[config.mk]
export PLATFORM = sky130hd
export DESIGN_NAME = timer_slave
export DESIGN_NICKNAME = d
export VERILOG_FILES = /design/src/rtl/timer_pkg.sv /design/src/rtl/timer_core.sv /design/src/rtl/timer_slave.sv
export SDC_FILE = /design/constraint.sdc
export NUM_CORES = 1
export LEC_CHECK = 0
export ABC_AREA = 1
export CAP_MARGIN = 20
export CORE_MARGIN = 3
export CORE_UTILIZATION = 60
export DETAILED_ROUTE_END_ITERATION = 6
export GPL_TIMING_DRIVEN = 1
export HOLD_SLACK_MARGIN = 0.1
export MAX_ROUTING_LAYER = met4
export PLACE_DENSITY = 0.8
export RECOVER_POWER = 50
export SYNTH_ARGS = -nofsm -noshare
export SYNTH_HDL_FRONTEND = slang
export SYNTH_SLANG_ARGS = --single-unit
export TNS_END_PERCENT = 30
[constraint.sdc]
create_clock -name clk -period 6.1 [get_ports clk]
set_clock_uncertainty 0.15 [all_clocks]
set_input_delay 1.22 -clock clk [delete_from_list [all_inputs] [get_ports clk]]
set_output_delay 1.22 -clock clk [all_outputs]
set_load 0.005 [all_outputs]
[src/rtl/timer_pkg.sv]
// timer_pkg: register offsets, CTRL bit indices, bus FSM encoding and byte-lane merge for the timer slave
package timer_pkg;
   localparam logic [7:0] TMR_CTRL   = 8'h00;
   localparam logic [7:0] TMR_STATUS = 8'h02;
   localparam logic [7:0] TMR_PRESC  = 8'h04;
   localparam logic [7:0] TMR_RLD_HI = 8'h06;
   localparam logic [7:0] TMR_RLD_LO = 8'h08;
   localparam logic [7:0] TMR_CNT_HI = 8'h0A;
   localparam logic [7:0] TMR_CNT_LO = 8'h0C;
   localparam int CTRL_EN   = 0;
   localparam int CTRL_AUTO = 1;
   localparam int CTRL_IE   = 2;
   typedef enum logic {ST_IDLE, ST_ACK} bus_state_t;
   function automatic logic [15:0] lane_merge(input logic [15:0] old_v, input logic [15:0] new_v, input logic [15:0] mask);
      return (old_v & ~mask) | (new_v & mask);
   endfunction
endpackage

[src/rtl/timer_core.sv]
// timer_core: 16-bit prescaler feeding a 32-bit down-counter with one-shot or auto-reload
// ports: clk, reset (async, active-high); en/auto from CTRL; start loads reload and zeroes the prescaler;
//        prescale/reload from the register file; count is the live counter; expire pulses on the
//        tick that finds count at zero; clr_en asks the register file to drop EN on a one-shot expiry
module timer_core (
   input  logic        clk,
   input  logic        reset,
   input  logic        en,
   input  logic        auto,
   input  logic        start,
   input  logic [15:0] prescale,
   input  logic [31:0] reload,
   output logic [31:0] count,
   output logic        expire,
   output logic        clr_en
);
   logic [15:0] r_pc;
   logic [31:0] r_count;
   logic        w_tick;
   assign w_tick = en && r_pc == prescale;
   assign expire = w_tick && r_count == '0;
   assign clr_en = expire && !auto;
   assign count  = r_count;
   // pc compares for equality only, so a PRESCALE lowered below pc lets pc run on to the 16-bit wrap
   always_ff @(posedge clk or posedge reset) begin
      if (reset) begin
         r_pc    <= '0;
         r_count <= '0;
      end else if (start) begin
         r_pc    <= '0;
         r_count <= reload;
      end else begin
         r_pc <= (!en || w_tick) ? '0 : r_pc + 16'd1;
         if (w_tick) r_count <= r_count != '0 ? r_count - 32'd1 : auto ? reload : r_count;
      end
   end
endmodule

[src/rtl/timer_slave.sv]
// timer_slave: memory-mapped 32-bit timer on the CPU device mux, 16-bit big-endian register file
// ports: clk, reset (async, active-high); we/write/addr/uds/lds from the mux; read/ack back to the mux;
//        irq is a registered level interrupt (EXP & IE)
module timer_slave
   import timer_pkg::*;
#(
   parameter int          ADDR_W     = 8,
   parameter logic [31:0] RELOAD_RST = 32'hFFFFFFFF
) (
   input  logic              clk,
   input  logic              reset,
   input  logic              we,
   input  logic [15:0]       write,
   output logic [15:0]       read,
   input  logic [ADDR_W-1:0] addr,
   input  logic              uds,
   input  logic              lds,
   output logic              ack,
   output logic              irq
);
   bus_state_t        r_state, w_next;
   logic              w_commit, w_wr, w_rd, w_start, w_expire, w_clr_en;
   logic [ADDR_W-1:0] w_off;
   logic              w_sel_ctrl, w_sel_status, w_sel_presc, w_sel_rld_hi, w_sel_rld_lo, w_sel_cnt_hi, w_sel_cnt_lo;
   logic [15:0]       w_mask, w_rdata;
   logic [2:0]        w_ctrl_nx;
   logic [31:0]       w_count;
   logic [2:0]        r_ctrl;
   logic              r_exp, r_irq;
   logic [15:0]       r_presc, r_shadow, r_read;
   logic [31:0]       r_reload;
   // the access commits only on the IDLE->ACK edge, so a held strobe never writes twice
   always_comb begin
      w_commit = r_state == ST_IDLE && (uds || lds);
      ack      = r_state == ST_ACK;
      w_next   = w_commit ? ST_ACK : (ack && !(uds || lds)) ? ST_IDLE : r_state;
   end
   always_ff @(posedge clk or posedge reset) begin
      if (reset) r_state <= ST_IDLE;
      else       r_state <= w_next;
   end
   assign w_wr         = w_commit && we;
   assign w_rd         = w_commit && !we;
   assign w_off        = addr & ~ADDR_W'(1);
   assign w_sel_ctrl   = w_off == ADDR_W'(TMR_CTRL);
   assign w_sel_status = w_off == ADDR_W'(TMR_STATUS);
   assign w_sel_presc  = w_off == ADDR_W'(TMR_PRESC);
   assign w_sel_rld_hi = w_off == ADDR_W'(TMR_RLD_HI);
   assign w_sel_rld_lo = w_off == ADDR_W'(TMR_RLD_LO);
   assign w_sel_cnt_hi = w_off == ADDR_W'(TMR_CNT_HI);
   assign w_sel_cnt_lo = w_off == ADDR_W'(TMR_CNT_LO);
   assign w_mask       = {{8{uds}}, {8{lds}}};
   assign w_ctrl_nx    = (r_ctrl & ~w_mask[2:0]) | (write[2:0] & w_mask[2:0]);
   assign w_start      = w_wr && w_sel_ctrl && !r_ctrl[CTRL_EN] && w_ctrl_nx[CTRL_EN];
   assign w_rdata      = w_sel_ctrl   ? {13'b0, r_ctrl} :
                         w_sel_status ? {15'b0, r_exp} :
                         w_sel_presc  ? r_presc :
                         w_sel_rld_hi ? r_reload[31:16] :
                         w_sel_rld_lo ? r_reload[15:0] :
                         w_sel_cnt_hi ? w_count[31:16] :
                         w_sel_cnt_lo ? r_shadow : '0;
   timer_core u_core (
      .clk      (clk),
      .reset    (reset),
      .en       (r_ctrl[CTRL_EN]),
      .auto     (r_ctrl[CTRL_AUTO]),
      .start    (w_start),
      .prescale (r_presc),
      .reload   (r_reload),
      .count    (w_count),
      .expire   (w_expire),
      .clr_en   (w_clr_en)
   );
   // CPU write to CTRL beats a one-shot clearing EN; a fresh expiry beats a W1C of EXP
   always_ff @(posedge clk or posedge reset) begin
      if (reset) begin
         r_ctrl   <= '0;
         r_exp    <= 1'b0;
         r_presc  <= '0;
         r_reload <= RELOAD_RST;
         r_shadow <= '0;
         r_read   <= '0;
         r_irq    <= 1'b0;
      end else begin
         if (w_wr && w_sel_ctrl) r_ctrl <= w_ctrl_nx;
         else if (w_clr_en)      r_ctrl[CTRL_EN] <= 1'b0;
         r_exp <= w_expire || (r_exp && !(w_wr && w_sel_status && lds && write[0]));
         if (w_wr && w_sel_presc)  r_presc <= lane_merge(r_presc, write, w_mask);
         if (w_wr && w_sel_rld_hi) r_reload[31:16] <= lane_merge(r_reload[31:16], write, w_mask);
         if (w_wr && w_sel_rld_lo) r_reload[15:0] <= lane_merge(r_reload[15:0], write, w_mask);
         // reading COUNT_HI freezes the low half so the following COUNT_LO read cannot tear
         if (w_rd && w_sel_cnt_hi) r_shadow <= w_count[15:0];
         if (w_commit) r_read <= w_rdata;
         r_irq <= r_exp && r_ctrl[CTRL_IE];
      end
   end
   assign read = r_read;
   assign irq  = r_irq;
endmodule
==> results of run 1 <==
[stage by stage]
step                std cells  utilization, %  instance area, sq um  setup slack [ns]  power [mW]
floorplan                1131               -                  7970              1.20        1.45
global placement         1318            66.3                  8500              1.77        1.63
detailed placement       1318            66.3                  8500              1.77        1.65
CTS                      1350            71.4                  9160              2.16        2.79
global route             1350            71.3                  9150              1.58        2.91
finish                   1350            71.3                  9150              2.01        2.79
[final timing paths]
check	startpoint	to	slack (ns)	cells past startpoint
worst max-delay path	lds	u_core.count[25]	2.01	12
worst min-delay path	read[10]	read[10]	0.33	2
worst max register to register	u_core.count[0]	u_core.count[14]	3.17	11
worst min register to register	read[10]	read[10]	0.33	2
max in group asynchronous	reset	u_core.count[11]	2.05	3
min in group asynchronous	reset	ack	1.31	2
[placed cells by master, fill, tap and decap left out, types with 2 or more instances in the layout]
| cell type | netlist | layout |
|---|---|---|
| a211oi_1 | 2 | 2 |
| a21oi_1 | 14 | 14 |
| buf_4 | 4 | 7 |
| bufinv_16 | 0 | 5 |
| clkbuf_1 | 16 | 2 |
| clkbuf_16 | 0 | 17 |
| clkdlybuf4s50_1 | 0 | 25 |
| clkinv_2 | 0 | 2 |
| clkinvlp_4 | 0 | 2 |
| dfrtp_1 | 102 | 102 |
| dfstp_2 | 32 | 32 |
| dlygate4sd3_1 | 0 | 20 |
| ha_1 | 4 | 4 |
| inv_1 | 102 | 101 |
| inv_2 | 5 | 5 |
| inv_6 | 0 | 4 |
| mux2_2 | 2 | 2 |
| nand2_1 | 422 | 422 |
| nand2_2 | 4 | 4 |
| nand3_1 | 109 | 109 |
| nand3_2 | 3 | 3 |
| nand3b_1 | 7 | 7 |
| nand4_1 | 19 | 19 |
| nor2_1 | 96 | 97 |
| nor2_2 | 7 | 6 |
| nor2_4 | 2 | 2 |
| nor2_8 | 2 | 2 |
| nor3_1 | 12 | 12 |
| nor3b_1 | 2 | 2 |
| o211ai_1 | 9 | 9 |
| o21ai_0 | 87 | 87 |
| o21ai_2 | 3 | 3 |
| o22ai_1 | 2 | 2 |
| or2_2 | 7 | 7 |
| xnor2_1 | 12 | 12 |
| xor2_1 | 17 | 17 |
[kinds of logic after synthesis]
family	count (synthesis)	synth area share (%)
multiplexers	2	0.283
AO/OA/AOI/OAI	118	7.96
adder cells (fa/ha/maj)	4	0.628
buffers and inverters	146	7.51
XOR/XNOR	29	3.19
AND/OR/NAND/NOR	698	37.8
flip-flops	134	42.6
[where the power goes]
| part | internal (mW) | switching (mW) | total, mW |
|---|---|---|---|
| sequential | 0.986 | 0.127 | 1.11 |
| combinational | 0.196 | 0.330 | 0.526 |
| clock | 0.730 | 0.418 | 1.15 |
| total | 1.91 | 0.875 | 2.79 |
[final cells by class]
| cell class | count | area share [%] |
|---|---|---|
| Tap cell | 172 | 2.35 |
| Sequential cell | 134 | 37.1 |
| Inverter | 108 | 4.49 |
| Clock inverter | 14 | 2.42 |
| Clock buffer | 18 | 4.69 |
| Multi-Input combinational cell | 851 | 43.4 |
| Timing Repair Buffer | 53 | 5.54 |
[metal layers]
layer | wire [um] | vias to the layer above | global-route usage (%) | share of wire (%)
met3 | 2170 | 54 | 7.60 | 9.3
met2 | 10900 | 340 | 51.8 | 46
met4 | 512 | 0 | 9.87 | 2.2
met5 | 0 | - | - | 0
met1 | 9880 | 3594 | 46.0 | 42
li1 | - | 3672 | - | -
[worst min-delay path: stages, from the launching register on]
cell     delay (ns)
dfrtp_1        0.33
nand2_1        0.05
nand2_1        0.06
==> summary.md, run 1 <==
| Metric | Value |
|---|---|
| Total gr overflow | `0` |
| Post-synth ARST share | `100%` |
| PD cells | `305 nW/um^2` |
| Worst Tran Pin Value | `2.08 ns` |
| Chip Width | `121 um` |
| Synth warn | `0` |
| First DRT Iteration DRCs | `1037` |
| Peak supply drop | `0.197 mV` |
| Most numerous cell in the Yosys netlist | `nand2_1` |
| Area of the multi-input gates | `3970 sq um` |
| Final Cycle Share | `67.0%` |
| PortBufs | `45` |
| CTS Buffer Depth | `2` |
| Initial antenna violation count | `0` |
| Critical Path End Type | `flip-flop` |
| Critical Path RT | `around 6.3 ns` |
| FMAX | `245 MHz` |
| Synth top area cells | `dfrtp_1 (32%), nand2_1 (20%), dfstp_2 (11%)` |
| RSZ-0062 raised after global routing | `false` |
| Mean Syn Cell Area | `between 7 and 8 sq um` |
| First-pass GRT wire length | `37300 um` |
| TritonCTS clock tree | `done` |
| Pre-antenna DRT Iters | `6` |
| Final setup viols | `0` |
| DR DRC count | `0` |
| Worst path max stage delay | `0.67 ns` |
| Max_slew headroom | `-38.5%` |
| Post-Syn Nets | `approximately 1200` |
| Post-detail-place hpwl | `16500 um` |
| Largest net degree at the start of global routing | `100` |
| Worst EP arrival | `roughly 4.3 ns` |
| Number of antenna diodes | `0` |
| Clk root buf | `clkbuf_16` |
| Commonest cells post-synth | `nand2_1 (422), nand3_1 (109), dfrtp_1 (102), inv_1 (102), nor2_1 (96)` |
| Crit Path Max Fanout | `24` |
| LEAKAGE | `4.38 nW` |
| Die area | `14700 sq um` |
| Mapped Cells | `1131` |
| Initial Utilization | `62.1%` |
| CTS sink count | `approximately 130` |
| Final worst path period need | `4.09 ns` |
| Sum of buffers and inverters on the critical path | `4` |
| Min-delay worst type | `reg2reg` |
| Violated checks | `capacitance limit, slew limit` |
| Synth top area share | `32.0%` |
| GRT Total Usage | `33.9%` |
| Clock Latency Late Sink | `0.43 ns` |
| # fillers | `1059` |
| Mapped cell area | `7970 sq um` |
| Synth Flop Type | `dfrtp_1` |
| Sequential element share of the synthesized area | `42.6%` |
| Netlist cell types | `40` |
| Post-CTS sizing | `0` |
| Die height | `121 um` |
| H-tree levels | `4` |
| Number of max-cap violations | `1` |
| Row count | `41` |
| Layout cell share with drive strength beyond 1 | `9.17%` |
| Hold_buf cts | `0` |
| I/O pin cnt | `47` |
| Drt total wl | `23400 um` |
| Min Hold Slack | `0.327 ns` |
| # nets final | `about 1200` |
| Setup bufs post-CTS | `0` |
| Fin. max-slew vios | `37` |
| Outcome | `complete, but fails checks` |
| Final hold viol count | `0` |
| Placer Congestion | `1.01` |
| Worst-path cell with the longest stage delay | `dlygate4sd3_1` |
| Yosys top cell by area | `dfrtp_1` |
| Vias in the first global route | `7069` |
| Worst setup SP type | `input pin` |
| Vias per cell | `roughly 5.7` |
| DR WL/cell | `17.4 um` |
| Vias | `roughly 7700` |
| Placeable Area | `about 13000 sq um` |
| CTS Buf Count | `17` |
| Critical setup path kind | `in2reg` |
| DRT antenna net count | `0` |
| Post-synth EDFFs | `0` |
| Area added between synthesis and finish | `14.8%` |
| CP Cell Sequence | `dlygate4sd3_1, or2_2, ha_1, nand2_1, inv_1, nand4_4, inv_2, nor2_1, buf_4, nand3_1, nand3_1, nand2_1` |
| Delay-heaviest family, CP | `simple AND/OR/NAND/NOR gates` |
| Storage cell area | `roughly 3400 sq um` |
| TNS Setup | `0 ns` |
| Register bit total from synthesis | `134` |
| Clock Pin Slew Worst Setup and Hold Paths | `0.06 ns` |
Power figures use the tool's default switching activity.
==> run 2, diff against run 1 <==
==> constraint.sdc (replaced) <==
create_clock -name clk -period 3.8 [get_ports clk]
set_clock_uncertainty 0.15 [all_clocks]
set_input_delay 0.76 -clock clk [delete_from_list [all_inputs] [get_ports clk]]
set_output_delay 0.76 -clock clk [all_outputs]
set_load 0.005 [all_outputs]
==> summary.md, run 2 (synthesis results as in run 1) <==
| Metric | Value |
|---|---|
| GRT Total Usage | `34.3%` |
| Placeable Area | `between 10000 and 15000 sq um` |
| Vias per cell | `5.75` |
| # fillers | `1092` |
| Placer Congestion | `1.04` |
| Worst hold path endpoint | `read[8]` |
| Outcome | `complete, but fails checks` |
| First DRT Iteration DRCs | `969` |
| Total gr overflow | `0` |
| Critical Path RT | `3.97 ns` |
| Storage cell area | `between 3000 and 4000 sq um` |
| Worst R2R Path Depth | `10` |
| Row count | `41` |
| Total chip power | `4.41 mW` |
| Die height | `121 um` |
| Pre-antenna DRT Iters | `7` |
| CP startpoint | `lds` |
| CP Cell Sequence | `dlygate4sd3_1, or2_2, ha_1, nand2_1, inv_1, nand4_4, buf_4, o21ai_2, nand2_1, nand3_1, nand2_1` |
| Post-detail-place hpwl | `16600 um` |
| Commonest non-fill, non-tap cell in the layout | `nand2_1` |
| Worst Tran Pin Value | `1.85 ns` |
| PD cells | `480 nW/um^2` |
| Number of antenna diodes | `0` |
| CTS Buf Count | `17` |
| Final worst path period need | `3.06 ns` |
| TritonCTS clock tree | `done` |
| TNS Setup | `0 ns` |
| Worst R2R Start | `u_core.count[28]` |
| Final setup viols | `0` |
| RSZ-0062 raised after global routing | `false` |
| # nets final | `1206` |
| Setup slack after layout | `0.739 ns` |
| FMAX | `327 MHz` |
| Crit Path Max Fanout | `15` |
| R2R setup slack | `around 1.1 ns` |
| DR WL/cell | `~17 um` |
| Die area | `roughly 15000 sq um` |
| I/O pin cnt | `47` |
| Worst path max stage delay | `about 0.74 ns` |
| DP Worst Slack | `0.439 ns` |
| Critical Path End Type | `flip-flop` |
| Combinational share of power | `19.6%` |
| Worst setup SP type | `input pin` |
| Initial antenna violation count | `0` |
| Chip Width | `121 um` |
| Violated checks | `capacitance limit, slew limit` |
| Reg power frac | `40.7%` |
| Vias in the first global route | `7253` |
| LEAKAGE | `between 4 and 5 nW` |
| Clk network pwr share | `39.7%` |
| Fin. max-slew vios | `135` |
| Max_slew headroom | `-23.3%` |
| Layout cell share with drive strength beyond 1 | `9.95%` |
| Switching Share | `32.9%` |
| Min-delay worst type | `reg2reg` |
| First-pass GRT wire length | `37800 um` |
| Most used cell, CP | `nand2_1` |
| Int Pwr | `2.95 mW` |
| Clk root buf | `clkbuf_16` |
| Post-CTS sizing | `0` |
| Hold Path Depth | `2` |
| Delay-heaviest family, CP | `buffers and inverters` |
| Peak supply drop | `approximately 0.45 mV` |
| Vias | `slightly below 8000` |
| H-tree levels | `4` |
| Clock Latency Late Sink | `0.43 ns` |
| Initial Utilization | `62.1%` |
| Critical setup path kind | `in2reg` |
| CTS Buffer Depth | `2` |
| Most frequent cells in the layout | `nand2_1 (422), nand3_1 (109), dfrtp_1 (102)` |
| Switching pwr | `around 1.5 mW` |
| Number of max-cap violations | `1` |
| Area added between synthesis and finish | `15.2%` |
| PortBufs | `45` |
| Setup bufs post-CTS | `0` |
| Worst-path cell with the longest stage delay | `dlygate4sd3_1` |
| Hold_buf cts | `0` |
| Clock Pin Slew Worst Setup and Hold Paths | `around 0.060 ns` |
| DR DRC count | `0` |
| Drt total wl | `23600 um` |
| Hold Startpoint | `read[8]` |
| CTS sink count | `around 130` |
| Largest net degree at the start of global routing | `135` |
| DRT antenna net count | `0` |
| Sum of buffers and inverters on the critical path | `3` |
| Worst EP arrival | `3.23 ns` |
| Worst R2R End | `u_core.count[22]` |
| Final hold viol count | `0` |
| Area of the multi-input gates | `between 3000 and 4000 sq um` |
| Final Cycle Share | `approximately four fifths` |
run 2: cell count changes in the layout (fill, tap and decap cells not counted), sizes merged:
cell	previous run	this run
clkdlybuf4s50	25	37
clkinvlp	2	4
dlygate4sd3	20	8
buf	7	15
clkbuf	19	18
bufinv	5	3
clkinv	4	5
run 2: how the worst max path moves through the flow:
| stage | endpoint | cells after the start |
|---|---|---|
| 4_1_cts | u_core.count[25] | 11 |
| 6_report | u_core.count[19] | 11 |
| 3_5_place_dp | u_core.count[25] | 11 |
| 5_1_grt | u_core.count[26] | 11 |
| 2_1_floorplan | async pin | 1 |
| 3_3_place_gp | u_core.count[25] | 11 |
run 2: tightest hold or removal path, stage by stage (launching register included):
cell and delay [ns]:
dfrtp_1 0.34, nand2_1 0.05, nand2_1 0.06
run 2: cell type report:
class                   count  share of cell area [%]
multi-input cells         851                    43.3
clock inverters            15                    2.10
clock buffers              17                    4.63
repair buffers             61                    6.22
inverters                 108                    4.46
well taps                 172                    2.34
flip-flops and latches    134                    37.0
run 2: stage by stage:
| step | util [%] | instance area [sq um] | hold WS, ns | instances |
|---|---|---|---|---|
| 3_5_place_dp | 66.9 | 8580 | 0.318 | 1326 |
| 5_1_grt | 71.6 | 9180 | 0.340 | 1358 |
| 4_1_cts | 71.7 | 9190 | 0.335 | 1358 |
| 6_report | 71.6 | 9180 | 0.327 | 1358 |
| 2_1_floorplan | - | 7970 | 0.303 | 1131 |
| 3_3_place_gp | 66.9 | 8580 | 0.315 | 1326 |
run 2: metal layers:
metal / vias to the layer above / track usage [%] / wire, um
li1: 3694 / - / -
met1: 3635 / 47.0 / 9900
met2: 424 / 51.5 / 10900
met3: 50 / 6.81 / 2210
met4: 0 / 11.7 / 618
met5: - / - / 0
run 2: power by group through the flow:
stage	clock network (mW)	logic (mW)	registers, mW
2_1_floorplan	0	0.599	1.73
3_3_place_gp	0	0.831	1.80
3_5_place_dp	0	0.854	1.80
4_1_cts	1.75	0.863	1.78
5_1_grt	1.81	0.967	1.81
6_report	1.75	0.863	1.79
==> run 3, diff against run 2 <==
--- a/config.mk
+++ b/config.mk
@@ -8,12 +8,12 @@
 export ABC_AREA = 1
 export CAP_MARGIN = 20
 export CORE_MARGIN = 3
-export CORE_UTILIZATION = 60
+export CORE_UTILIZATION = 55
 export DETAILED_ROUTE_END_ITERATION = 6
 export GPL_TIMING_DRIVEN = 1
 export HOLD_SLACK_MARGIN = 0.1
 export MAX_ROUTING_LAYER = met4
-export PLACE_DENSITY = 0.8
+export PLACE_DENSITY = 0.77
 export RECOVER_POWER = 50
 export SYNTH_ARGS = -nofsm -noshare
 export SYNTH_HDL_FRONTEND = slang
==> constraint.sdc (replaced) <==
create_clock -name clk -period 2.7 [get_ports clk]
set_clock_uncertainty 0.15 [all_clocks]
set_input_delay 0.54 -clock clk [delete_from_list [all_inputs] [get_ports clk]]
set_output_delay 0.54 -clock clk [all_outputs]
set_load 0.005 [all_outputs]
==> summary.md, run 3 (synthesis results as in run 1) <==
| Metric | Value |
|---|---|
| Outcome | `complete, no violations` |
| Reg power frac | `40.5%` |
| I/O pin cnt | `47` |
| Worst-path cell with the longest stage delay | `clkdlybuf4s50_1` |
| Critical Path RT | `2.86 ns` |
| DR DRC count | `0` |
| TritonCTS clock tree | `done` |
| Area added between synthesis and finish | `18.4%` |
| Fin. max-slew vios | `0` |
| DRT antenna net count | `0` |
| First DRT Iteration DRCs | `851` |
| Max_slew headroom | `38.2%` |
| Worst Tran Pin Value | `a little over 0.9 ns` |
| RSZ-0062 raised after global routing | `false` |
| Clock Pin Slew Worst Setup and Hold Paths | `0.06 ns` |
| Die height | `126 um` |
| Final setup viols | `0` |
| Chip Width | `126 um` |
| PortBufs | `45` |
| CTS Buf Count | `17` |
| # nets final | `1232` |
| Number of antenna diodes | `0` |
| Vias | `7813` |
| CTS sink count | `roughly 130` |
| GRT Total Usage | `31.5%` |
| Initial Utilization | `56.7%` |
| Peak supply drop | `0.507 mV` |
| Final Cycle Share | `90.2%` |
| Total gr overflow | `0` |
| Most used cell, CP | `nand2_1` |
| Hold_buf cts | `0` |
| Most frequent cells in the layout | `nand2_1 (422), nand3_1 (109), dfrtp_1 (102)` |
| Final hold viol count | `0` |
| Min-delay worst type | `reg2reg` |
| Worst setup SP type | `input pin` |
| Number of max-cap violations | `0` |
| Core Util, Final | `about two thirds` |
| Pre-antenna DRT Iters | `6` |
| FMAX | `411 MHz` |
| Die area | `16000 sq um` |
| Post-CTS sizing | `0` |
| LEAKAGE | `~4.5 nW` |
| Critical Path End Type | `flip-flop` |
| Layout cell share with drive strength beyond 1 | `11.9%` |
| Delay-heaviest family, CP | `simple AND/OR/NAND/NOR gates` |
| Non-filler cells, final | `roughly 1400` |
| Worst EP arrival | `~2.6 ns` |
| Commonest non-fill, non-tap cell in the layout | `nand2_1` |
| Drt total wl | `roughly 23000 um` |
| Clk network pwr share | `39.3%` |
| Placeable Area | `14000 sq um` |
| Setup bufs post-CTS | `0` |
| Crit Path Max Fanout | `13` |
| Final worst path period need | `between 2 and 2.5 ns` |
| Placer Congestion | `0.993` |
| H-tree levels | `4` |
| CP Cell Sequence | `clkdlybuf4s50_1, or2_2, ha_1, nand2_1, inv_1, buf_4, nand4_1, inv_2, nand2_1, nand2_1, nand2_1, nand2_1` |
| DR WL/cell | `16.8 um` |
| Switching Share | `31.3%` |
| Clk root buf | `clkbuf_16` |
| CTS Buffer Depth | `2` |
| Post-detail-place hpwl | `17400 um` |
| Clock Latency Late Sink | `roughly 0.42 ns` |
| First-pass GRT wire length | `about 39000 um` |
| Initial antenna violation count | `0` |
| Critical setup path kind | `in2reg` |
| Vias per cell | `5.61` |
| PD cells | `about 660 nW/um^2` |
| Row count | `43` |
| Switching pwr | `1.95 mW` |
| TNS Setup | `0 ns` |
| Combinational share of power | `20.3%` |
| Worst path max stage delay | `0.46 ns` |
| Placed Cells | `1360` |
| Largest net degree at the start of global routing | `67` |
| Vias in the first global route | `~7500` |
| Sum of buffers and inverters on the critical path | `4` |
| Int Pwr | `~4.3 mW` |
==> run 3: worst reg2reg max path, cell delays in order (launching register included) <==
cell and delay, ns:
dfrtp_1 0.45, nor2_1 0.25, nand2_1 0.15, nor2_1 0.15
nand3_1 0.13, nor2_2 0.24, nand2_1 0.11, nand3_2 0.17
buf_4 0.27, nand3_1 0.14, nand2_1 0.08
==> run 3: cell type report <==
class                   count  area [sq um]
clock inverters            13           179
flip-flops and latches    134          3390
clock buffers              19           443
multi-input cells         851          3980
well taps                 180           225
fillers                  1183          4610
inverters                 108           407
repair buffers             87           811
==> run 3: final timing paths <==
kind                            slack [ns]             start  cells after the start                to
worst max-delay path                  0.27               uds                     12   u_core.count[5]
worst min-delay path                  0.33           read[3]                      2           read[3]
worst max register to register        0.34  u_core.count[28]                     10  u_core.count[27]
worst min register to register        0.33           read[3]                      2           read[3]
max in group asynchronous             0.70             reset                      3           read[8]
min in group asynchronous             0.41             reset                      2         async pin
==> run 3: through the flow <==
step                power, mW  cell area, sq um  hold slack, ns  worst slack, ns
floorplan                3.28              7970           0.303            0.371
global placement         3.75              8830           0.315          -0.0796
detailed placement       3.78              8830           0.316           -0.114
CTS                      6.23              9450           0.264            0.309
global route             6.52              9430           0.347            0.121
finish                   6.22              9430           0.328            0.265
==> run 3: routing by layer <==
layer / up-vias / global-route usage (%) / share of wire (%)
met4: 0 / 11.6 / 2.8
met1: 3669 / 43.1 / 43
met2: 348 / 47.8 / 46
li1: 3741 / - / -
met3: 55 / 5.09 / 7.7
met5: - / - / 0
==> run 3: power by group through the flow <==
| stage | clock network, mW | logic, mW | registers [mW] |
|---|---|---|---|
| after global placement | 0 | 1.22 | 2.53 |
| after floorplan | 0 | 0.843 | 2.44 |
| after CTS | 2.47 | 1.26 | 2.50 |
| after global routing | 2.55 | 1.42 | 2.54 |
| final | 2.44 | 1.26 | 2.52 |
| after detailed placement | 0 | 1.25 | 2.53 |
